### src/rtl/chimp_pkg.sv
// Shared definitions for the chimp memory-game controller.
// Holds the FSM state enum (its values are the oState encoding), the
// default parameter values and the internal timer width.
package chimp_pkg;

    localparam int unsigned STATE_W = 4;

    typedef enum logic [STATE_W-1:0] {
        ST_IDLE       = 4'd0,
        ST_CLEAR      = 4'd1,
        ST_LOAD       = 4'd2,
        ST_SHOW       = 4'd3,
        ST_HIDDEN     = 4'd4,
        ST_RESULT     = 4'd5,
        ST_ROUND_WIN  = 4'd6,
        ST_ROUND_FAIL = 4'd7,
        ST_GAME_OVER  = 4'd8
    } state_e;

    localparam int unsigned DEF_START_LEVEL    = 4;
    localparam int unsigned DEF_MAX_LEVEL      = 25;
    localparam int unsigned DEF_MAX_STRIKES    = 3;
    localparam int unsigned DEF_LOAD_TIMEOUT   = 1024;
    localparam int unsigned DEF_RESULT_TIMEOUT = 8;

    // Shared LOAD/RESULT dwell counter; wide enough for any sane timeout.
    localparam int unsigned TIMER_W = 16;

endpackage

### src/rtl/chimp_edge_detect.sv
// 1-bit rising-edge detector with asynchronous active-low reset.
// Ports:
//   clk_i  - clock
//   rst_ni - asynchronous active-low reset
//   d_i    - raw level input
//   rise_o - high for the cycle in which d_i is 1 and was 0 last cycle
// The detector stays disarmed for the first cycle after reset release so
// an input that is already high at release is not mistaken for an edge.
module chimp_edge_detect (
    input  logic clk_i,
    input  logic rst_ni,
    input  logic d_i,
    output logic rise_o
);

    logic prev_q;
    logic armed_q;

    always_ff @(posedge clk_i or negedge rst_ni) begin
        if (!rst_ni) begin
            prev_q  <= 1'b0;
            armed_q <= 1'b0;
        end else begin
            prev_q  <= d_i;
            armed_q <= 1'b1;
        end
    end

    assign rise_o = armed_q & d_i & ~prev_q;

endmodule

### src/rtl/chimp_take2_control.sv
// Round/level controller for the chimp memory game.
// Sequences board clear, load, show and hidden phases, gates player clicks
// to the datapath, reacts to the datapath's correct/wrong verdicts and
// keeps level, expected number, strikes and best score.
// Ports:
//   clk, iResetn                       - clock, async active-low reset
//   iStart, iMouseClick                - start/restart request, raw click
//   iDoneLoad                          - datapath finished placing numbers
//   iChoseCorrectNum, iChoseWrongNum   - datapath verdict levels
//   oResetBoard, oLoadEnable           - board clear strobe, placement enable
//   oShowEnable, oMouseClick           - numbers visible, gated click pulse
//   oLevel, oNumToChoose               - current level, next expected number
//   oStrikes, oScore, oGameOver        - failed rounds, best level, game end
//   oState                             - FSM state encoding
// Every output comes straight from a flop.
module chimp_take2_control
    import chimp_pkg::*;
#(
    parameter int unsigned START_LEVEL    = DEF_START_LEVEL,
    parameter int unsigned MAX_LEVEL      = DEF_MAX_LEVEL,
    parameter int unsigned MAX_STRIKES    = DEF_MAX_STRIKES,
    parameter int unsigned LOAD_TIMEOUT   = DEF_LOAD_TIMEOUT,
    parameter int unsigned RESULT_TIMEOUT = DEF_RESULT_TIMEOUT
) (
    input  logic               clk,
    input  logic               iResetn,
    input  logic               iStart,
    input  logic               iMouseClick,
    input  logic               iDoneLoad,
    input  logic               iChoseCorrectNum,
    input  logic               iChoseWrongNum,
    output logic               oResetBoard,
    output logic               oLoadEnable,
    output logic               oShowEnable,
    output logic               oMouseClick,
    output logic [4:0]         oLevel,
    output logic [4:0]         oNumToChoose,
    output logic [1:0]         oStrikes,
    output logic [5:0]         oScore,
    output logic               oGameOver,
    output logic [STATE_W-1:0] oState
);

    localparam logic [4:0]         LVL_START   = 5'(START_LEVEL);
    localparam logic [4:0]         LVL_MAX     = 5'(MAX_LEVEL);
    localparam logic [1:0]         STRIKE_MAX  = 2'(MAX_STRIKES);
    localparam logic [TIMER_W-1:0] LOAD_LAST   = TIMER_W'(LOAD_TIMEOUT - 1);
    localparam logic [TIMER_W-1:0] RESULT_LAST = TIMER_W'(RESULT_TIMEOUT - 1);

    logic start_rise, click_rise, correct_rise, wrong_rise;

    chimp_edge_detect u_start_edge   (.clk_i(clk), .rst_ni(iResetn), .d_i(iStart),           .rise_o(start_rise));
    chimp_edge_detect u_click_edge   (.clk_i(clk), .rst_ni(iResetn), .d_i(iMouseClick),      .rise_o(click_rise));
    chimp_edge_detect u_correct_edge (.clk_i(clk), .rst_ni(iResetn), .d_i(iChoseCorrectNum), .rise_o(correct_rise));
    chimp_edge_detect u_wrong_edge   (.clk_i(clk), .rst_ni(iResetn), .d_i(iChoseWrongNum),   .rise_o(wrong_rise));

    state_e             state_q, state_d;
    logic [4:0]         level_q, level_d;
    logic [4:0]         num_q, num_d;
    logic [1:0]         strikes_q, strikes_d;
    logic [5:0]         score_q, score_d;
    logic [TIMER_W-1:0] timer_q, timer_d;
    logic               click_q, click_d;
    logic               reset_board_q, load_en_q, show_en_q, game_over_q;
    logic               restart;

    always_comb begin
        state_d   = state_q;
        level_d   = level_q;
        num_d     = num_q;
        strikes_d = strikes_q;
        score_d   = score_q;
        // A restart while already in CLEAR is a no-op, which keeps the
        // board-clear strobe exactly one cycle long.
        restart = start_rise && (state_q != ST_IDLE) && (state_q != ST_GAME_OVER)
                  && (state_q != ST_CLEAR);

        if (restart) begin
            state_d = ST_CLEAR;
        end else begin
            case (state_q)
                ST_IDLE: begin
                    if (start_rise) begin
                        level_d   = LVL_START;
                        strikes_d = 2'd0;
                        score_d   = 6'd0;
                        state_d   = ST_CLEAR;
                    end
                end
                ST_CLEAR: begin
                    num_d   = 5'd1;
                    state_d = ST_LOAD;
                end
                ST_LOAD: begin
                    if (iDoneLoad)                  state_d = ST_SHOW;
                    else if (timer_q == LOAD_LAST)  state_d = ST_CLEAR;
                end
                ST_SHOW, ST_HIDDEN: begin
                    if (click_q) state_d = ST_RESULT;
                end
                ST_RESULT: begin
                    // Wrong is checked first so a simultaneous pair fails the round.
                    if (wrong_rise) begin
                        state_d = ST_ROUND_FAIL;
                    end else if (correct_rise) begin
                        if (num_q == level_q) begin
                            state_d = ST_ROUND_WIN;
                        end else begin
                            num_d   = num_q + 5'd1;
                            state_d = ST_HIDDEN;
                        end
                    end else if (timer_q == RESULT_LAST) begin
                        state_d = ST_ROUND_FAIL;
                    end
                end
                ST_ROUND_WIN: begin
                    if ({1'b0, level_q} > score_q) score_d = {1'b0, level_q};
                    level_d = (level_q >= LVL_MAX) ? LVL_MAX : level_q + 5'd1;
                    state_d = ST_CLEAR;
                end
                ST_ROUND_FAIL: begin
                    strikes_d = strikes_q + 2'd1;
                    state_d   = (strikes_d == STRIKE_MAX) ? ST_GAME_OVER : ST_CLEAR;
                end
                ST_GAME_OVER: begin
                    if (start_rise) state_d = ST_IDLE;
                end
                default: state_d = ST_IDLE;
            endcase
        end

        // Dwell counter restarts on every state change.
        timer_d = (state_d == state_q) ? timer_q + TIMER_W'(1) : '0;
        // Forward a click only while the player phase continues next cycle.
        click_d = click_rise && ((state_q == ST_SHOW) || (state_q == ST_HIDDEN))
                  && (state_d == state_q);
    end

    always_ff @(posedge clk or negedge iResetn) begin
        if (!iResetn) begin
            state_q       <= ST_IDLE;
            level_q       <= LVL_START;
            num_q         <= 5'd1;
            strikes_q     <= 2'd0;
            score_q       <= 6'd0;
            timer_q       <= '0;
            click_q       <= 1'b0;
            reset_board_q <= 1'b0;
            load_en_q     <= 1'b0;
            show_en_q     <= 1'b0;
            game_over_q   <= 1'b0;
        end else begin
            state_q       <= state_d;
            level_q       <= level_d;
            num_q         <= num_d;
            strikes_q     <= strikes_d;
            score_q       <= score_d;
            timer_q       <= timer_d;
            click_q       <= click_d;
            // Strobes are decoded from the next state so they line up with oState.
            reset_board_q <= (state_d == ST_CLEAR);
            load_en_q     <= (state_d == ST_LOAD);
            show_en_q     <= (state_d == ST_SHOW);
            game_over_q   <= (state_d == ST_GAME_OVER);
        end
    end

    assign oResetBoard  = reset_board_q;
    assign oLoadEnable  = load_en_q;
    assign oShowEnable  = show_en_q;
    assign oMouseClick  = click_q;
    assign oLevel       = level_q;
    assign oNumToChoose = num_q;
    assign oStrikes     = strikes_q;
    assign oScore       = score_q;
    assign oGameOver    = game_over_q;
    assign oState       = state_q;

endmodule

### config.mk
export PLATFORM = sky130hd
export DESIGN_NAME = chimp_take2_control
export DESIGN_NICKNAME = d
export VERILOG_FILES = /design/src/rtl/chimp_pkg.sv /design/src/rtl/chimp_edge_detect.sv /design/src/rtl/chimp_take2_control.sv
export SDC_FILE = /design/constraint.sdc
export NUM_CORES = 1
export LEC_CHECK = 0
export CAP_MARGIN = 5
export CORE_MARGIN = 2
export CORE_UTILIZATION = 55
export CTS_CLUSTER_DIAMETER = 150
export DETAILED_ROUTE_END_ITERATION = 16
export PLACE_DENSITY = 0.79
export SLEW_MARGIN = 15
export SYNTH_ARGS = -nofsm -noshare
export SYNTH_HDL_FRONTEND = slang
export SYNTH_SLANG_ARGS = --single-unit
export TNS_END_PERCENT = 10
### constraint.sdc
create_clock -name clk -period 4.15 [get_ports clk]
set_clock_uncertainty 0.05 [all_clocks]
set_input_delay 0.415 -clock clk [delete_from_list [all_inputs] [get_ports clk]]
set_output_delay 0.415 -clock clk [all_outputs]
set_load 0.05 [all_outputs]
## Yosys cells after proc, flatten, opt, wreduce, memory -nomap -nowiden

Cells that the tools add are included.

- Register bits after elaboration: 48
- Latch bits: 0
- Bits in writable memories: 0
- Memory bits (read-only): 0
- Logic and storage cells: 100
- Memories kept: 0

- Add/subtract/negate cells: 4
- $mul: 0
- Div/mod/pow operators: 0
- Order comparisons: 2
- Eq/ne operators: 24
- Shift-type cells: 0
- Muxes and demuxes: 25
- Bitwise logic cells: 13
- Reductions and logical operators: 16

Operator list:

| cell | number |
|---|---|
| $mux W4 | 10 |
| $pmux W4 S8 | 1 |
| $mux W5 | 5 |
| $pmux W5 S2 | 2 |
| $add A16 B1 Y16 const B | 1 |
| $eq A16 B10 Y1 const B | 1 |
| $eq A16 B3 Y1 const B | 1 |
| $eq A4 B2 Y1 const B | 4 |
| $eq A4 B3 Y1 const B | 4 |
| $mux W16 | 1 |
| $mux W6 | 2 |
| $pmux W6 S2 | 1 |
| $add A5 B1 Y5 const B | 2 |
| $ne A2 B2 Y1 const B | 5 |
| $and A1 B1 Y1 | 8 |
| $eq A4 B1 Y1 const B | 2 |
| $eq A4 B4 Y1 const B | 2 |
| $gt A5 B6 Y1 | 1 |
| $reduce_and A3 Y1 | 2 |
| $reduce_bool A2 Y1 | 3 |
| $eq A5 B5 Y1 | 1 |
| $ge A5 B5 Y1 const B | 1 |
| $logic_and A1 B1 Y1 | 5 |
| $not A1 Y1 | 5 |
| other kinds (13) | 14 |

## Depth between registers and ports, before layout

Gate-level depths: netlist of run 1.

- Depth after elaboration: 8
- Mapped depth: 10
- Depth with buffers taken out: 8

## By module

From an unflattened synthesis of run 1, not the netlist that was laid out.

- Cell total of the unflattened synthesis: 277
- Area, all modules: 2738.9 µm²

By module, submodules not included:

| module | times used | cells an instance | area an instance (µm²) | seq. area each (µm²) |
|---|---|---|---|---|
| chimp_take2_control | 1 | 261 | 2488.6 | 1053.5 |
| chimp_edge_detect | 4 | 4 | 62.6 | 50.0 |

## Worst setup path after synthesis of run 1

No wires, ideal clock.

- Path type: register to register
- From: register level_q[0] (netlist: oLevel[0])
- To: register score_q[3] (netlist: oScore[3])
- Data arrival time: 2.053 ns
- Data required time: 3.979 ns
- Setup slack: 1.926 ns
- Stages on the path, launching flop included: 10
- Path buffers: 1
- Clock period less this slack: 2.224 ns
- Path through: dfrtp_1 > buf_2 > inv_1 > ha_1 > nand3_1 > o22ai_1 > a21oi_1 > a41o_1 > nand3_1 > a22o_1

- Longest elaborated chain between the ends: 3

RTL lines:

| what | line | RTL |
|---|---|---|
| start: declaration | chimp_take2_control.sv:58 | `logic [4:0] level_q, level_d;` |
| start signal: assignment | chimp_take2_control.sv:154 | `level_q <= level_d;` |
| $gt A5 B6 Y1 | chimp_take2_control.sv:117 | `if ({1'b0, level_q} > score_q) score_d = {1'b0, level_q};` |
| $ne A2 B2 Y1 (no line) | - |  |
| $reduce_and A4 Y1 (no line) | - |  |
| end signal: assignment | chimp_take2_control.sv:157 | `score_q <= score_d;` |
| end: declaration | chimp_take2_control.sv:61 | `logic [5:0] score_q, score_d;` |

Every way passes these cells.
A chain may end at the register's enable or synchronous reset.

## Worst setup path after layout of run 1

- From: register state_q[1] (netlist: oState[1])
- To: register timer_q[1]

- Longest elaborated chain between the ends: 7
- Elaborated cells on any way between the ends: 28

RTL lines:

| what | line | RTL |
|---|---|---|
| start: declaration | chimp_take2_control.sv:57 | `state_e state_q, state_d;` |
| start signal: assignment | chimp_take2_control.sv:153 | `state_q <= state_d;` |
| $mux W4 or $reduce_bool A4 Y1 (tied branches) | chimp_take2_control.sv:112, chimp_take2_control.sv:75 |  |
| $mux W4 or $logic_and A1 B1 Y1 (tied branches) | chimp_take2_control.sv:105, chimp_take2_control.sv:75 |  |
| $mux W4 or $logic_and A1 B1 Y1 (tied branches) | chimp_take2_control.sv:103, chimp_take2_control.sv:75 |  |
| $pmux W4 S8 or $logic_and A1 B1 Y1 (tied branches) | chimp_take2_control.sv:81, chimp_take2_control.sv:76 |  |
| $mux W4 | chimp_take2_control.sv:78 | `if (restart) begin` |
| $eq A4 B4 Y1 * | chimp_take2_control.sv:133 | `timer_d = (state_d == state_q) ? timer_q + TIMER_W'(1) : '0;` |
| $mux W16 * | chimp_take2_control.sv:133 |  |
| via timer_d[1] | chimp_take2_control.sv:62 | `logic [TIMER_W-1:0] timer_q, timer_d;` |
| end signal: assignment | chimp_take2_control.sv:158 | `timer_q <= timer_d;` |
| end: declaration | chimp_take2_control.sv:62 |  |

Mark *: on every way through the listed nets, which the timed path passes. The rest lies on a longest branch.

==> results of run 1 <==
## worst max-delay path, cell delays in order, from the launching register on
cell and delay (ns):
dfrtp_1 0.66, nor4bb_1 0.74, a21o_1 0.15, o2bb2ai_1 0.15, nor2_1 0.14, o21bai_2 0.53
nor3_1 0.12
## how the worst min path moves through the flow
stage | endpoint | depth (start not counted)
3_5_place_dp | oMouseClick$_DFF_PN0_ | 2
3_3_place_gp | timer_q[0]$_DFF_PN0_ | 1
4_1_cts | oScore[0]$_DFFE_PN0P_ | 1
5_1_grt | oScore[1]$_DFFE_PN0P_ | 1
6_report | oScore[0]$_DFFE_PN0P_ | 1
2_1_floorplan | oGameOver$_DFF_PN0_ | 0
## cell usage after synthesis (3+ instances only)
cell / count
a21oi_1: 9
a31oi_1: 3
buf_4: 4
nand4_1: 6
nand3_1: 13
dfrtp_1: 45
nor4_1: 4
xor2_1: 10
nor3_1: 23
nand2_1: 32
inv_1: 13
o21ai_0: 10
nor2_1: 20
ha_1: 10
nand3b_1: 4
nor2b_1: 8
a22o_1: 5
buf_2: 9
a211oi_1: 3
xnor2_1: 12
nor4bb_1: 3
## final cells by class
type                       instances  area (µm²)
timing repair buffer              32         318
clock buffer                       7        76.3
multi-input combinational        227        1500
tap                               70        87.6
clock inverter                     1        5.00
fill                             449        1830
inverter                          13        48.8
sequential                        47        1180
## logic make-up after synthesis
kind of cell    after synthesis  synth area share (%)
compound gates               56                  13.8
buf+inv                      30                  5.43
other cells                   2                 0.265
mux                           1                 0.486
flops                        47                  41.6
fa+ha+maj                    10                  4.42
simple gates                136                  27.2
xor+xnor                     22                  6.80
## state kept, by name, indices dropped and copies added, names as in the netlist
name,flops
oGameOver,1
u_wrong_edge.prev_q,1
oNumToChoose,5
oLevel,5
timer_q,16
u_start_edge.prev_q,1
u_correct_edge.prev_q,1
oShowEnable,1
u_click_edge.prev_q,1
u_wrong_edge.armed_q,1
oScore,5
oMouseClick,1
oStrikes,2
oLoadEnable,1
oResetBoard,1
oState,4
## routing by layer
layer  share of wire (%)  vias to the layer above  GRT usage (%)
met4                 1.3                        0           6.04
met2                  50                       41           40.0
li1                    -                     1130              -
met1                  46                     1129           29.1
met3                 2.9                        7           4.89
met5                   0                        -              0
## power by group
group,switching (mW),leakage [nW],internal (mW)
clock network,0.152,0.0422,0.119
registers,0.114,0.628,0.509
logic,0.418,0.650,0.227
## per-stage QoR
step                      worst slack, ns  power [mW]
after global placement               1.34        1.26
final                                1.46        1.54
after floorplan                      1.93        1.14
after detailed placement             1.30        1.28
after CTS                            1.46        1.55
after global routing                 1.23        1.64
==> impl_metrics.toml, run 1 <==
[outcome]
outcome = "finished, final reports clean"

[placed_design]
io_buffers = 32
place_inst = 389
dp_hpwl_um = 4170
place.gp.congestion = 0.895
dpl_cell_area_mm2 = 0.00313

[sta]
hold_ws_ns = 0.0460
rsz0062_at_grt = "no"
finalSetupViolations = 0
slew_violations = 0
period_needed_ns = 2.69
tns_ns = 0
hold_violations = 0
tightest_slew_ns = 0.810
fmax_mhz = 372
fin_crit_sh_pct = 64.8
maxSlewHeadroom_pct = 44.9

[setup_path]
critical_path.endpoint_type = "flip-flop"
reg2reg_to = "timer_q[1]$_DFF_PN0_"
cp_max_fo = 23
start_kind = "flip-flop"
crit_arrival_ns = 2.78
crit_path_end = "timer_q[1]$_DFF_PN0_"
critical_path_class = "reg -> reg"
r2r_start = "oState[1]$_DFF_PN0_"
r2r_setup_slack_ns = 1.46
rr_worst_depth = 6
critPathLaunch = "oState[1]$_DFF_PN0_"
crit_required_ns = 4.24

[routing]
drtAntennaViolNets = 0
via_count = 2307
avgViaCountPerCell = 5.81
routed_wl_um = 5930
first_pass_iters = 4
drtIter0Drc = 203
routedWlPerCell_um = 14.9
drc = 0

[cts]
clockBufferDepth = 2
cts_made_buffers = 5
ctsResizeCount = 0
clock-root-buffer = "clkbuf_8"
tritoncts = "done"
clk_pin_slew_ns = 0.09
clkLatencyLatePin_ns = 0.30
cts_max_level = 2
cts.hold.buffers_added = 0
post-cts-setup-buffer-count = 0
cts_sinks = 47

[floorplanning]
rows = 26
dieWidth_um = 75.8
start_util_pct = 56.2
boundaryPins = 34
core_area_mm2 = 0.00504
dieArea_mm2 = 0.00574
die_h_um = 75.8

[final_layout]
final_cell_mix = "dfrtp_1 (45), nand2_1 (32), clkdlybuf4s50_1 (31)"
syn2layout_area_growth_pct = 13.5
final_common_cell = "dfrtp_1"
fin_area_mm2 = 0.00321
final_util_pct = 63.7
nets = 343
instances_no_fill = 397
drive_gt1_share_pct = 6.12
n_antenna_cell = 0

[yosys]
synth.area.top_cells = "dfrtp_1 (40%), ha_1 (4.4%), nand2_1 (4.2%)"
synth_cells = 304
yosysTopAreaCellShare_pct = 39.8
ys_seq_area_share_pct = 41.6
synth_cell_type_count = 62
avgSynthCellArea_um2 = 9.32
syn-num-nets = 321
ys.flop_type = "dfrtp_1"
synth_seq_cells = 47
synth_largest_area_cell = "dfrtp_1"
syn_area_mm2 = 0.00283
async_flop_share_pct = 100
synth_enable_flop_cells = 0
yosys_warnings = 0

[grt]
grt_util_all_layers_pct = 23.0
grt_pass1_vias = 2196
grt_pass1_wl_um = 10100
grt_overflow = 0
grt_max_degree = 48
antenna_found_initial = 0

[run]
maxCapViolCount = 0

[pwr]
p_leak_nw = 1.32
peakVddDrop_mv = 0.267
pwr_density_cell_mw_per_mm2 = 479

[hold_path]
hold_path.class = "in -> async"
Power figures use the tool's default switching activity.
==> run 2: changes to the inputs <==
==> constraint.sdc (replaced) <==
create_clock -name clk -period 2.7 [get_ports clk]
set_clock_uncertainty 0.05 [all_clocks]
set_input_delay 0.27 -clock clk [delete_from_list [all_inputs] [get_ports clk]]
set_output_delay 0.27 -clock clk [all_outputs]
set_load 0.05 [all_outputs]
==> impl_metrics.toml, run 2 (synthesized netlist as in run 1, its figures left out) <==
[outcome]
outcome = "finished, final reports clean"

[pwr]
p_leak_nw = 1.36
pwr-share-comb_pct = 45.5
p_switching_mw = 1.07
pwr_density_cell_mw_per_mm2 = 742
pwr-share-clk_pct = 17.5
pwr-share-seq_pct = 37.0
total_power_mw = 2.44
peakVddDrop_mv = 0.333
switching_share_pct = 44.1
internal_power_mw = 1.36

[cts]
tritoncts = "done"
clock-root-buffer = "clkbuf_8"
cts_max_level = 2
clkLatencyLatePin_ns = 0.30
cts_made_buffers = 5
clockBufferDepth = 2
cts_sinks = 47
post-cts-setup-buffer-count = 0
clk_pin_slew_ns = 0.09

[sta]
tightest_slew_ns = 0.697
hold_violations = 0
fin_crit_sh_pct = 86.2
rsz0062_at_grt = "no"
setup_ws_ns = 0.372
tns_ns = 0
slew_violations = 0
fmax_mhz = 430
hold_ws_ns = 0.381
maxSlewHeadroom_pct = 52.9
finalSetupViolations = 0
period_needed_ns = 2.33

[setup_path]
critical_path_class = "reg -> reg"
cp_max_fo = 18
r2r_setup_slack_ns = 0.37
start_kind = "flip-flop"
reg2reg_to = "timer_q[3]$_DFF_PN0_"
rr_worst_depth = 7
crit_required_ns = 2.83
crit_arrival_ns = 2.46
critical_path.endpoint_type = "flip-flop"
r2r_start = "oState[1]$_DFF_PN0_"

[routing]
drtAntennaViolNets = 0
routedWlPerCell_um = 15.0
drtIter0Drc = 278
drc = 0
routed_wl_um = 6060
via_count = 2351
avgViaCountPerCell = 5.80
first_pass_iters = 4

[grt]
grt_util_all_layers_pct = 23.5
grt_max_degree = 48
antenna_found_initial = 0
grt_pass1_wl_um = 10400
grt_pass1_vias = 2173
grt_overflow = 0

[floorplanning]
die_h_um = 75.8
dieArea_mm2 = 0.00574
rows = 26
boundaryPins = 34
dieWidth_um = 75.8
start_util_pct = 56.2
core_area_mm2 = 0.00504

[final_layout]
final_common_cell = "dfrtp_1"
nets = 351
n_antenna_cell = 0
final_cell_mix = "dfrtp_1 (45), nand2_1 (32), clkdlybuf4s50_1 (31)"
instances_no_fill = 405
final_util_pct = 65.1
drive_gt1_share_pct = 8.66
largest_reg_flops = 16
fin_area_mm2 = 0.00328
largest-register = "timer_q"
syn2layout_area_growth_pct = 15.9

[run]
maxCapViolCount = 0

[placed_design]
place.gp.congestion = 0.888
place_inst = 396
io_buffers = 32
dp_hpwl_um = 4380
dp_slack_ns = 0.323
dpl_cell_area_mm2 = 0.00318

[hold_path]
worst_hold_path.num_cells = 1
holdCritStartpoint = "iMouseClick"
hold_path.class = "in -> reg"
whs_endpoint = "u_click_edge.prev_q$_DFF_PN0_"
==> run 2: cell count changes in the layout (fill, tap and decap cells not counted), sizes merged <==
cell         change
buf              +7
clkbuf           -2
clkinvlp         +2
dlygate4sd3      +1
==> run 2: area by class of cell <==
cell class | instances | area [µm²]
sequential | 47 | 1180
fill | 422 | 1760
clock inverter | 3 | 20.0
tap | 70 | 87.6
clock buffer | 5 | 68.8
multi-input combinational | 227 | 1500
inverter | 13 | 48.8
timing repair buffer | 40 | 380
==> run 2: how the worst max path moves through the flow <==
stage / start / to / slack (ns) / cells after the start
after floorplan: oLevel[0]$_DFFE_PN0P_ / oScore[3]$_DFFE_PN0P_ / 0.48 / 9
after global placement: iStart / timer_q[11]$_DFF_PN0_ / 0.34 / 8
after detailed placement: iStart / timer_q[2]$_DFF_PN0_ / 0.32 / 8
after CTS: oState[1]$_DFF_PN0_ / timer_q[3]$_DFF_PN0_ / 0.40 / 7
after global routing: oState[1]$_DFF_PN0_ / timer_q[3]$_DFF_PN0_ / 0.14 / 7
final: oState[1]$_DFF_PN0_ / timer_q[3]$_DFF_PN0_ / 0.37 / 7
==> run 2: worst max-delay path: stages (launching register included) <==
cell	delay (ns)
dfrtp_1	0.59
nor4bb_1	0.70
a21o_1	0.14
o2bb2ai_1	0.14
nor2_1	0.14
o21bai_2	0.13
buf_4	0.22
nor3_1	0.08
==> run 2: power by group through the flow <==
stage                     registers, mW  logic, mW  clock network (mW)
final                             0.902       1.11               0.428
after CTS                         0.901       1.11               0.436
after floorplan                    1.05      0.697                   0
after global placement            0.914       1.09                   0
after global routing              0.919       1.21               0.469
after detailed placement          0.916       1.10                   0
==> run 2: what timing repair did <==
| item | 4_1_cts | 5_1_grt |
|---|---|---|
| hold buffers | 0 | 1 |
| endpoints found under the hold margin | 0 | 45 |
| resized for setup | 0 | 0 |
==> run 2: metal layers <==
metal | vias up | track usage (%) | part of all wire (%)
met5 | - | 0 | 0
met4 | 0 | 6.04 | 0.78
met3 | 4 | 3.84 | 4.3
met2 | 59 | 38.2 | 51
met1 | 1137 | 32.7 | 44
li1 | 1151 | - | -
==> run 3: changes to the inputs <==
--- a/config.mk
+++ b/config.mk
@@ -10,6 +10,7 @@
 export CORE_UTILIZATION = 55
 export CTS_CLUSTER_DIAMETER = 150
 export DETAILED_ROUTE_END_ITERATION = 16
+export HOLD_SLACK_MARGIN = 0.06
 export PLACE_DENSITY = 0.79
 export SLEW_MARGIN = 15
 export SYNTH_ARGS = -nofsm -noshare
==> results of run 3 <==
Same layout as run 2: the final DEF is identical, and so are final timing and power.
